**src/rtl/fetch_sequencer.sv**
```systemverilog
// Instruction-fetch sequencer: steps the eight-phase instruction cycle, puts the PC on the
// ROM bus one nibble at a time, and latches the opcode, operand and second word for the decoder.
module fetch_sequencer #(
    parameter int PC_WIDTH = 12
) (
    input  logic                clk,
    input  logic                rstN,
    input  logic                hold,
    input  logic [3:0]          romData,
    input  logic                jumpEn,
    input  logic [PC_WIDTH-1:0] jumpAddr,
    output logic [2:0]          cycle,
    output logic                sync,
    output logic [3:0]          addrOut,
    output logic [3:0]          opr,
    output logic [3:0]          opa,
    output logic                secondWord,
    output logic [7:0]          operand2,
    output logic [PC_WIDTH-1:0] pc
);

    typedef enum logic [2:0] {
        A1 = 3'd0,
        A2 = 3'd1,
        A3 = 3'd2,
        M1 = 3'd3,
        M2 = 3'd4,
        X1 = 3'd5,
        X2 = 3'd6,
        X3 = 3'd7
    } phase_t;

    phase_t phase;
    logic   pendingSecond;
    logic   twoWordOp;

    assign cycle = phase;
    assign sync  = (phase == X3);

    // JCN, JUN, JMS and ISZ always take a second word; opcode 2 does only for FIM (even opa).
    assign twoWordOp = (opr == 4'h1) || (opr == 4'h4) || (opr == 4'h5) || (opr == 4'h7) ||
                       ((opr == 4'h2) && !romData[0]);

    always_comb begin
        addrOut = 4'h0;
        case (phase)
            A1:      addrOut = pc[3:0];
            A2:      addrOut = pc[7:4];
            A3:      addrOut = pc[11:8];
            default: addrOut = 4'h0;
        endcase
    end

    // A second-word cycle steers the ROM nibbles into operand2 and leaves opr/opa alone,
    // which also keeps detection from chaining into a third word.
    always_ff @(posedge clk or negedge rstN) begin
        if (!rstN) begin
            phase         <= A1;
            pc            <= '0;
            opr           <= 4'h0;
            opa           <= 4'h0;
            operand2      <= 8'h00;
            secondWord    <= 1'b0;
            pendingSecond <= 1'b0;
        end else if (!hold) begin
            phase <= phase_t'(phase + 3'd1);
            case (phase)
                M1: begin
                    if (secondWord) begin
                        operand2[7:4] <= romData;
                    end else begin
                        opr <= romData;
                    end
                end
                M2: begin
                    if (secondWord) begin
                        operand2[3:0] <= romData;
                    end else begin
                        opa <= romData;
                        if (twoWordOp) begin
                            pendingSecond <= 1'b1;
                        end
                    end
                end
                X3: begin
                    pendingSecond <= 1'b0;
                    if (jumpEn) begin
                        pc         <= jumpAddr;
                        secondWord <= 1'b0;
                    end else begin
                        pc         <= pc + PC_WIDTH'(1);
                        secondWord <= pendingSecond;
                    end
                end
                default: ;
            endcase
        end
    end

endmodule

```
**config.mk**
```make
export PLATFORM = sky130hd
export DESIGN_NAME = fetch_sequencer
export DESIGN_NICKNAME = d
export VERILOG_FILES = /design/src/rtl/fetch_sequencer.sv
export SDC_FILE = /design/constraint.sdc
export NUM_CORES = 1
export LEC_CHECK = 0
export ABC_AREA = 1
export CAP_MARGIN = 0
export CORE_ASPECT_RATIO = 0.8
export CORE_MARGIN = 2
export CORE_UTILIZATION = 45
export DETAILED_ROUTE_END_ITERATION = 10
export PLACE_DENSITY = 0.78
export SLEW_MARGIN = 20
export SYNTH_ARGS = -nofsm -noshare
export SYNTH_HDL_FRONTEND = slang
export SYNTH_SLANG_ARGS = --single-unit
```
**constraint.sdc**
```tcl
create_clock -name clk -period 1.8 [get_ports clk]
set_clock_uncertainty 0.15 [all_clocks]
set_input_delay 0.27 -clock clk [delete_from_list [all_inputs] [get_ports clk]]
set_output_delay 0.27 -clock clk [all_outputs]
set_load 0.05 [all_outputs]
```
# Word level (Yosys, flattened, before mapping)
# Cells that the tools add are included.
# W data, S select, Z words.
# word_totals
ff_bits	33
output_inout_bits	37
wordCells	44
# classes
add_sub_neg	2
eq_ne	12
mux	6
n_bitwise	2
n_reduce_logical	14
# op_table
op	n
$add A12 B1 Y12 const B	1
$eq A4 B3 Y1 const B	3
$mux W12	1
$pmux W4 S3	1
$reduce_and A3 Y1	4
$eq A3 B2 Y1 const B	2
$eq A3 B3 Y1 const B	2
$eq A4 B1 Y1 const B	1
$eq A4 B2 Y1 const B	1
$logic_or A1 B1 Y1	4
$ne A2 B2 Y1 const B	2
$reduce_and A4 Y1	1
$add A3 B1 Y3 const B	1
$eq A3 B1 Y1 const B	1
$logic_not A3 Y1	1
$mux W1	3
$not A1 Y1	2
$pmux W1 S2	1
$reduce_and A2 Y1	1
$reduce_bool A2 Y1	1
$logic_and A1 B1 Y1	1
$logic_not A1 Y1	1

# Logic depth before layout (Yosys ltp)
# Gate-level depths: netlist of the first run.
# logic_depth
ltp_word	8
mapped_depth	9

# Worst setup path after synthesis of the first run
# Ideal clock, no wire load.
# synth_path
kind	flip-flop to output port
from	reg phase[0], in the netlist cycle[0]
to	out addrOut[0]
t_arrival_ns	1.836
required_ns	1.380
setup_slack_ns	-0.456
path_stages_with_launch	4
cell_sequence	dfrtp_1 ha_1 nand2_1 o221ai_1
# synth_between
elab_chain_len	2
# synth_lines
element	line_no	rtl
from (decl)	33	phase_t phase;
from (signal assigned)	66	phase <= phase_t'(phase + 3'd1);
$eq A3 B2 Y1, or another cell as far along	46	case (phase)
$pmux W4 S3 (*)	46	
to (decl)	14	output logic [3:0] addrOut,
# Every way passes the cells marked *; elsewhere a longest branch is shown, timed or not.

# Final worst setup path of the first run
# layout_path
from	reg phase[0], in the netlist cycle[0]
to	out addrOut[3]
# The elaborated chain is that of the path after synthesis.

==> flow_metrics.tcl, run 1 <==
set metrics [dict create \
    cellPowerDensity_nw_per_um2 2190 \
    slew_headroom 0.773 \
    pre_cts_slack_ps 38.8 \
    drcViolationCount 0 \
    portBuffers 56 \
    slew_viol_final 0 \
    grt_max_degree 34 \
    violations "negative setup slack" \
    critPathMaxFanout 4 \
    worstSetupStartpointType "flip-flop" \
    yosys.area.top_type_share 0.454 \
    fmax_ghz 0.510 \
    clockRootBuffer "clkbuf_8" \
    cts_tree "built" \
    cts_buffer_depth 2 \
    ioPinCount 57 \
    area_delta_synth_final_pct 49.1 \
    die_height_um 60.9 \
    crit_chain "inv_4 > ha_4 > nand2_4 > o211ai_1 > clkbuf_16" \
    crit_slowest_cell "dfrtp_2" \
    worst_slack_ps -160 \
    initial_core_util 0.475 \
    drive_above_1_share 0.265 \
    worstSkewPairLatency_ps 290 \
    track_usage 0.238 \
    dp_hpwl_um 3760 \
    die_w_um 75.1 \
    status "finished, violations left" \
    critical_path_class "flip-flop to output port" \
    vias_per_cell 5.21 \
    synth_cells 240 \
    crit_arrival_ps 1540 \
    dieArea_um2 4570 \
    fp-row-count 20 \
    yosysWarnings 0 \
    wl_um 5220 \
    cts_buffers 5 \
    hold_class "primary input to async pin" \
    synth_seq_cells 33 \
    drt_pre_antenna_iters 5 \
    p_leak_nw 1.31 \
    cp-end-kind "output port" \
    path_clk_slew_ps 80 \
    ant_nets 0 \
    synth_cell_types 23 \
    layout_common_cells "nand2_1 (70), buf_4 (42), dfrtp_1 (30), o21ai_0 (27)" \
    synthesis.nets 267 \
    cpPeakStageDelay_ps 440 \
    grt_pass1_vias 1660 \
    grt_pass1_wl_um 8110 \
    rsz0062_at_grt "true" \
    irDropWorstVdd_uv 1000 \
    final_common_cell "nand2_1" \
    drt-initial-drc-count 189 \
    antenna_found_initial 0 \
    grt-ovfl-total 0 \
    gp_congestion 0.937 \
    min_period_ps 1960 \
    placedCellCount 353 \
    layout.nets 339 \
    final_core_util 0.709 \
    stdcell_count 368 \
    hold_violations 0 \
    num_antenna_cells 0 \
    ys_seq_area_frac 0.454 \
    yosys-top-cells-area "dfrtp_1 (45%), nand2_1 (15%), o21ai_0 (7.4%), nand3_1 (5.8%), ha_1 (4.8%)" \
    cp.required_ps 1380 \
    wl_per_cell_um 14.2 \
    setup_viol 5 \
    syn-mean-instance-area_um2 7.59 \
    maxCapViolations 0 \
    synth_top_area_cell "dfrtp_1" \
    tightest_slew_ps 341 \
    ctsHtreeMaxLevel 2 \
    core_um2 3830 \
    netlist_area_um2 1820 \
    fin_total_pwr_mw 5.95 \
    vias 1916 \
    finalCritPeriodShare 1.09 \
    cts_sinks 33 \
]
==> worst paths after layout <==
check,endpoint,slack [ps],cells past startpoint,startpoint
min,secondWord,200,2,rstN
min in group clk,pendingSecond,330,2,pendingSecond
min reg2reg,pendingSecond,330,2,pendingSecond
max,addrOut[3],-160,5,cycle[0]
max in group asynchronous,cycle[0],1110,2,rstN
max reg2reg,pc[5],30,9,cycle[0]
==> layout make-up <==
| type | count | area [µm²] |
|---|---|---|
| Sequential cell | 33 | 830 |
| Timing Repair Buffer | 68 | 651 |
| Clock buffer | 6 | 82.6 |
| Tap cell | 55 | 68.8 |
| Clock inverter | 2 | 37.5 |
| Inverter | 27 | 108 |
| Fill cell | 317 | 1110 |
| Multi-Input combinational cell | 177 | 937 |
==> worst max-delay path, delay by kind of cell (launching register included) <==
kind / cells / cell delay (ps)
flip-flops: 1 / 440
buffers and inverters: 2 / 320
AO/OA/AOI/OAI: 1 / 290
adder cells (fa/ha/maj): 1 / 150
AND/OR/NAND/NOR: 1 / 60
==> synth_stat cells <==
cell type,count
clkinv_1,1
inv_2,3
o21ai_1,3
buf_2,1
buf_6,2
nand2_1,72
nor2_2,3
o211ai_1,1
inv_1,23
nand2_4,1
xnor2_1,1
nand3_1,21
a21oi_1,11
buf_4,1
nor2_4,1
o21ai_0,27
or2_2,1
dfrtp_1,33
o221ai_1,3
nand4_1,2
o22ai_1,2
ha_1,7
nor2_1,20
==> layer usage <==
layer / vias up / track usage / routed length (µm)
met5: - / 0 / 0
met4: 0 / 0.0689 / 38
met3: 6 / 0.0631 / 428
met2: 93 / 0.323 / 2330
met1: 892 / 0.370 / 2420
li1: 925 / - / -
==> flip-flops by register name, indices dropped and copies added (netlist names) <==
register,flops
pc,12
opa,4
secondWord,1
operand2,8
pendingSecond,1
cycle,3
opr,4
==> logic make-up after synthesis <==
group           Yosys count  synth area share
fa+ha+maj                 7            0.0481
buf+inv                  31            0.0749
flops                    33             0.454
xor+xnor                  1           0.00481
simple gates            121             0.280
compound gates           47             0.138
==> where the power goes <==
group	total [mW]	internal, mW	switching (mW)
Clock	0.733	0.450	0.283
Sequential	1.48	1.07	0.402
Combinational	3.74	1.31	2.43
==> stage by stage <==
| step | setup TNS, ps | hold WS, ps | cell area, µm² |
|---|---|---|---|
| final | -603 | 197 | 2710 |
| after global routing | -1190 | 219 | 2710 |
| after CTS | -542 | 198 | 2670 |
| after detailed placement | 0 | 316 | 2500 |
| after global placement | 0 | 320 | 2500 |
| after floorplan | -796 | -176 | 1870 |
==> repair_timing <==
| item | 4_1_cts | 5_1_grt |
|---|---|---|
| setup buffers | 2 | 4 |
| hold buffers | 0 | 0 |
| cloned | 0 | 1 |
| pin swaps | 3 | 4 |
| endpoints found under the setup margin | 4 | 14 |
| resized for setup | 9 | 3 |
(Power assumes the default switching activity.)
==> inputs of run 2 (changes only) <==
--- a/config.mk
+++ b/config.mk
@@ -9,9 +9,8 @@
 export CAP_MARGIN = 0
 export CORE_ASPECT_RATIO = 0.8
 export CORE_MARGIN = 2
-export CORE_UTILIZATION = 45
+export CORE_UTILIZATION = 35
 export DETAILED_ROUTE_END_ITERATION = 10
-export PLACE_DENSITY = 0.78
 export SLEW_MARGIN = 20
 export SYNTH_ARGS = -nofsm -noshare
 export SYNTH_HDL_FRONTEND = slang
==> flow_metrics.tcl, run 2 (synthesized netlist as in run 1, its figures left out) <==
set metrics [dict create \
    status "finished, violations left" \
    violations "negative setup slack" \
    cts_hold_buf 0 \
    ctsHtreeMaxLevel 2 \
    drt-initial-drc-count 162 \
    drive_above_1_share 0.268 \
    cp.required_ps 1380 \
    crit_arrival_ps 1500 \
    layout.nets 340 \
    clockRootBuffer "clkbuf_8" \
    rrSetupSlack_ps 20 \
    slew_viol_final 0 \
    die_height_um 68.5 \
    hold_class "primary input to async pin" \
    grt_pass1_wl_um 8320 \
    fmax_ghz 0.522 \
    wl_per_cell_um 13.6 \
    vias_per_cell 4.84 \
    reg2reg_depth 8 \
    p_leak_nw 1.32 \
    grt-ovfl-total 0 \
    die_w_um 84.6 \
    design_area_um2 2740 \
    dieArea_um2 5800 \
    critPathMaxFanout 4 \
    largest_reg_flops 12 \
    worstSetupStartpointType "flip-flop" \
    gp_congestion 0.900 \
    cellPowerDensity_nw_per_um2 2170 \
    ant_nets 0 \
    cp-end-kind "output port" \
    drcViolationCount 0 \
    num_antenna_cells 0 \
    cts_buffers 5 \
    min_period_ps 1920 \
    worstSkewPairLatency_ps 290 \
    portBuffers 56 \
    fp-row-count 23 \
    final.setup.tns_ps -428 \
    worst_slack_ps -116 \
    maxCapViolations 0 \
    drt_pre_antenna_iters 4 \
    antenna_found_initial 0 \
    stdcell_count 376 \
    largest_registers "pc x12, operand2 x8" \
    finalCritPeriodShare 1.06 \
    cts_buffer_depth 2 \
    tightest_slew_ps 368 \
    placedCellCount 363 \
    r2r_start "cycle[0]" \
    track_usage 0.187 \
    vias 1821 \
    top_register "pc" \
    dp_hpwl_um 3810 \
    critical_path_class "flip-flop to output port" \
    wl_um 5120 \
    grt_max_degree 28 \
    irDropWorstVdd_uv 1010 \
    final_common_cell "nand2_1" \
    core_um2 5010 \
    grt_pass1_vias 1721 \
    final_core_util 0.547 \
    ioPinCount 57 \
    initial_core_util 0.364 \
    hold_violations 0 \
    cts_sinks 33 \
    placed_area_um2 2530 \
    cts_tree "built" \
    path_clk_slew_ps 80 \
    r2r_end "pc[0]" \
    layout_common_cells "nand2_1 (70), buf_4 (43), dfrtp_1 (30), o21ai_0 (27)" \
    slew_headroom 0.754 \
    rsz0062_at_grt "true" \
    setup_viol 5 \
    area_delta_synth_final_pct 50.4 \
]
==> run 2: cell types whose count changed in the layout (fill, tap and decap cells not counted), sizes merged <==
cell    delta
buf        +2
clkbuf     -1
clkinv     +1
nand2      -1
==> run 2: per-stage QoR <==
step	power [mW]	setup WS [ps]	hold slack (ps)
floorplan	3.71	-266	-176
global placement	5.02	72.4	319
detailed placement	5.02	50.6	327
CTS	6.00	-140	96.3
global route	6.28	-190	132
finish	5.93	-116	98.2
==> run 2: timing repair <==
action,4_1_cts,5_1_grt
pin swaps,3,0
buffers inserted,5,0
gates resized for setup,11,2
setup endpoints to repair,5,12
==> run 2: metal layers <==
metal / vias to the layer above / GRT usage / wire length, µm
li1: 930 / - / -
met1: 819 / 0.272 / 2560
met2: 64 / 0.275 / 2160
met3: 8 / 0.0381 / 327
met4: 0 / 0.0754 / 73
met5: - / 0 / 0
==> run 2: final cells by class <==
type / count / area [µm²]
Sequential cell: 33 / 830
Tap cell: 62 / 77.6
Timing Repair Buffer: 70 / 669
Clock buffer: 5 / 68.8
Clock inverter: 3 / 46.3
Fill cell: 495 / 2270
Multi-Input combinational cell: 176 / 941
Inverter: 27 / 105
==> run 2: worst max-delay path, cell delays in order (launching register included) <==
cell and delay, ps:
dfrtp_2 430, inv_4 90, ha_4 130, nand2_4 60, o211ai_1 260, clkbuf_16 230
==> run 2: how the worst max path moves through the flow <==
stage / end / start / cells past startpoint
floorplan: addrOut[3] / cycle[0] / 4
global placement: operand2[2] / cycle[1] / 7
detailed placement: operand2[1] / cycle[0] / 6
CTS: addrOut[3] / cycle[0] / 5
global route: addrOut[3] / cycle[0] / 5
finish: addrOut[3] / cycle[0] / 5
==> run 2: power by group <==
group | switching (mW) | internal (mW) | leakage, nW
sequential | 0.377 | 1.07 | 0.407
combinational | 2.43 | 1.33 | 0.857
clock | 0.308 | 0.414 | 0.0543
==> inputs of run 3 (changes only) <==
--- a/config.mk
+++ b/config.mk
@@ -8,9 +8,10 @@
 export ABC_AREA = 1
 export CAP_MARGIN = 0
 export CORE_ASPECT_RATIO = 0.8
-export CORE_MARGIN = 2
+export CORE_MARGIN = 8
 export CORE_UTILIZATION = 35
 export DETAILED_ROUTE_END_ITERATION = 10
+export SKIP_LAST_GASP = 1
 export SLEW_MARGIN = 20
 export SYNTH_ARGS = -nofsm -noshare
 export SYNTH_HDL_FRONTEND = slang
==> flow_metrics.tcl, run 3 (synthesized netlist as in run 1, its figures left out) <==
set metrics [dict create \
    antenna_found_initial 0 \
    pre_cts_slack_ps 76.8 \
    worst_slack_ps -155 \
    slew_viol_final 0 \
    seq_area_um2 832 \
    grt_pass1_wl_um 9230 \
    path_clk_slew_ps 80 \
    crit_buf_inv 2 \
    dieArea_um2 7780 \
    drt-initial-drc-count 110 \
    cts_buffers 5 \
    ant_nets 0 \
    critical_path_class "flip-flop to output port" \
    largest_registers "pc x12, operand2 x8" \
    cp-end-kind "output port" \
    cts_sinks 33 \
    worstSkewPairLatency_ps 290 \
    crit_arrival_ps 1540 \
    gp_congestion 0.886 \
    vias 1836 \
    crit_chain "inv_4 > ha_4 > nand2_4 > o211ai_1 > clkbuf_16" \
    clockRootBuffer "clkbuf_8" \
    slew_headroom 0.775 \
    vias_per_cell 4.87 \
    grt_pass1_vias 1816 \
    core_um2 5010 \
    rsz0062_at_grt "true" \
    fmax_ghz 0.512 \
    violations "negative setup slack" \
    cts_buffer_depth 2 \
    largest_reg_flops 12 \
    ctsHtreeMaxLevel 2 \
    cts_hold_buf 0 \
    irDropWorstVdd_uv 986 \
    multiInputGateArea_um2 958 \
    drt_pre_antenna_iters 6 \
    num_antenna_cells 0 \
    die_height_um 80.5 \
    min_period_ps 1960 \
    grt_max_degree 34 \
    stdcell_count 377 \
    critPathMaxFanout 4 \
    fp-row-count 23 \
    tightest_slew_ps 338 \
    placedCellCount 361 \
    drive_above_1_share 0.276 \
    crit_slowest_cell "dfrtp_2" \
    final.setup.tns_ps -488 \
    initial_core_util 0.364 \
    worstSetupStartpointType "flip-flop" \
    cp_top_family "flip-flops" \
    wl_um 5610 \
    area_delta_synth_final_pct 54.2 \
    p_leak_nw 1.33 \
    track_usage 0.147 \
    drcViolationCount 0 \
    hold_violations 0 \
    maxCapViolations 0 \
    setup_viol 5 \
    layout_common_cells "nand2_1 (70), buf_4 (42), dfrtp_1 (28), o21ai_0 (25)" \
    grt-ovfl-total 0 \
    nFillCells 470 \
    status "finished, violations left" \
    cpPeakStageDelay_ps 440 \
    cts_tree "built" \
    finalCritPeriodShare 1.09 \
    ioPinCount 57 \
    dp_hpwl_um 4270 \
    cellPowerDensity_nw_per_um2 2210 \
    layout.nets 341 \
    hold_class "primary input to async pin" \
    wl_per_cell_um 14.9 \
    cp.required_ps 1380 \
    portBuffers 56 \
    final_common_cell "nand2_1" \
    top_register "pc" \
    die_w_um 96.6 \
]
run 3: changes by cell type in the layout (fill, tap and decap cells not counted), sizes merged:
cell	change
buf	+1
bufinv	+1
clkinv	-1
clkinvlp	-1
inv	+1
run 3: routing by layer:
layer	wire length [µm]	track usage	up-vias
met2	2510	0.223	53
met5	0	0	-
li1	-	-	928
met4	56	0.0567	0
met3	297	0.0300	6
met1	2750	0.200	849
run 3: worst paths after layout:
check | startpoint | endpoint | slack (ps) | cells past startpoint
min | rstN | operand2[5] | 190 | 2
max | cycle[0] | addrOut[3] | -160 | 5
min in group clk | opa[1] | opa[1] | 340 | 2
max in group asynchronous | rstN | cycle[2] | 1120 | 2
min reg2reg | opa[1] | opa[1] | 340 | 2
max reg2reg | cycle[0] | pendingSecond | 60 | 10
run 3: layout make-up:
class	instances	share of cell area
inverter	27	0.0383
multi-input combinational	176	0.342
sequential	33	0.296
clock inverter	3	0.0245
tap	62	0.0276
timing repair buffer	71	0.247
clock buffer	5	0.0245
run 3: timing repair:
action,CTS,global route
setup buffers,5,3
gates resized for setup,9,12
endpoints found under the setup margin,5,13
pin swaps,3,2
run 3: power by group:
part           leakage (nW)  internal, mW  switching, mW
registers             0.405          1.08          0.418
clock network        0.0687         0.558          0.306
logic                 0.861          1.38           2.45
total                  1.33          3.02           3.17
run 3: per-stage QoR:
stage | total power, mW | hold slack [ps] | util | area (µm²)
global placement | 5.06 | 312 | 0.505 | 2530
CTS | 6.16 | 188 | 0.549 | 2750
global route | 6.54 | 215 | 0.560 | 2810
finish | 6.19 | 187 | 0.560 | 2810
floorplan | 3.71 | -176 | - | 1870
detailed placement | 5.08 | 327 | 0.505 | 2530
run 3: worst register-to-register path: stages, from the launching register on:
cell and delay [ps]:
dfrtp_2 410, buf_4 130, buf_6 90, ha_4 150, ha_4 190, buf_4 120, inv_1 40, a21oi_1 180
nand2_1 80, nand2_1 50, nand2_1 50
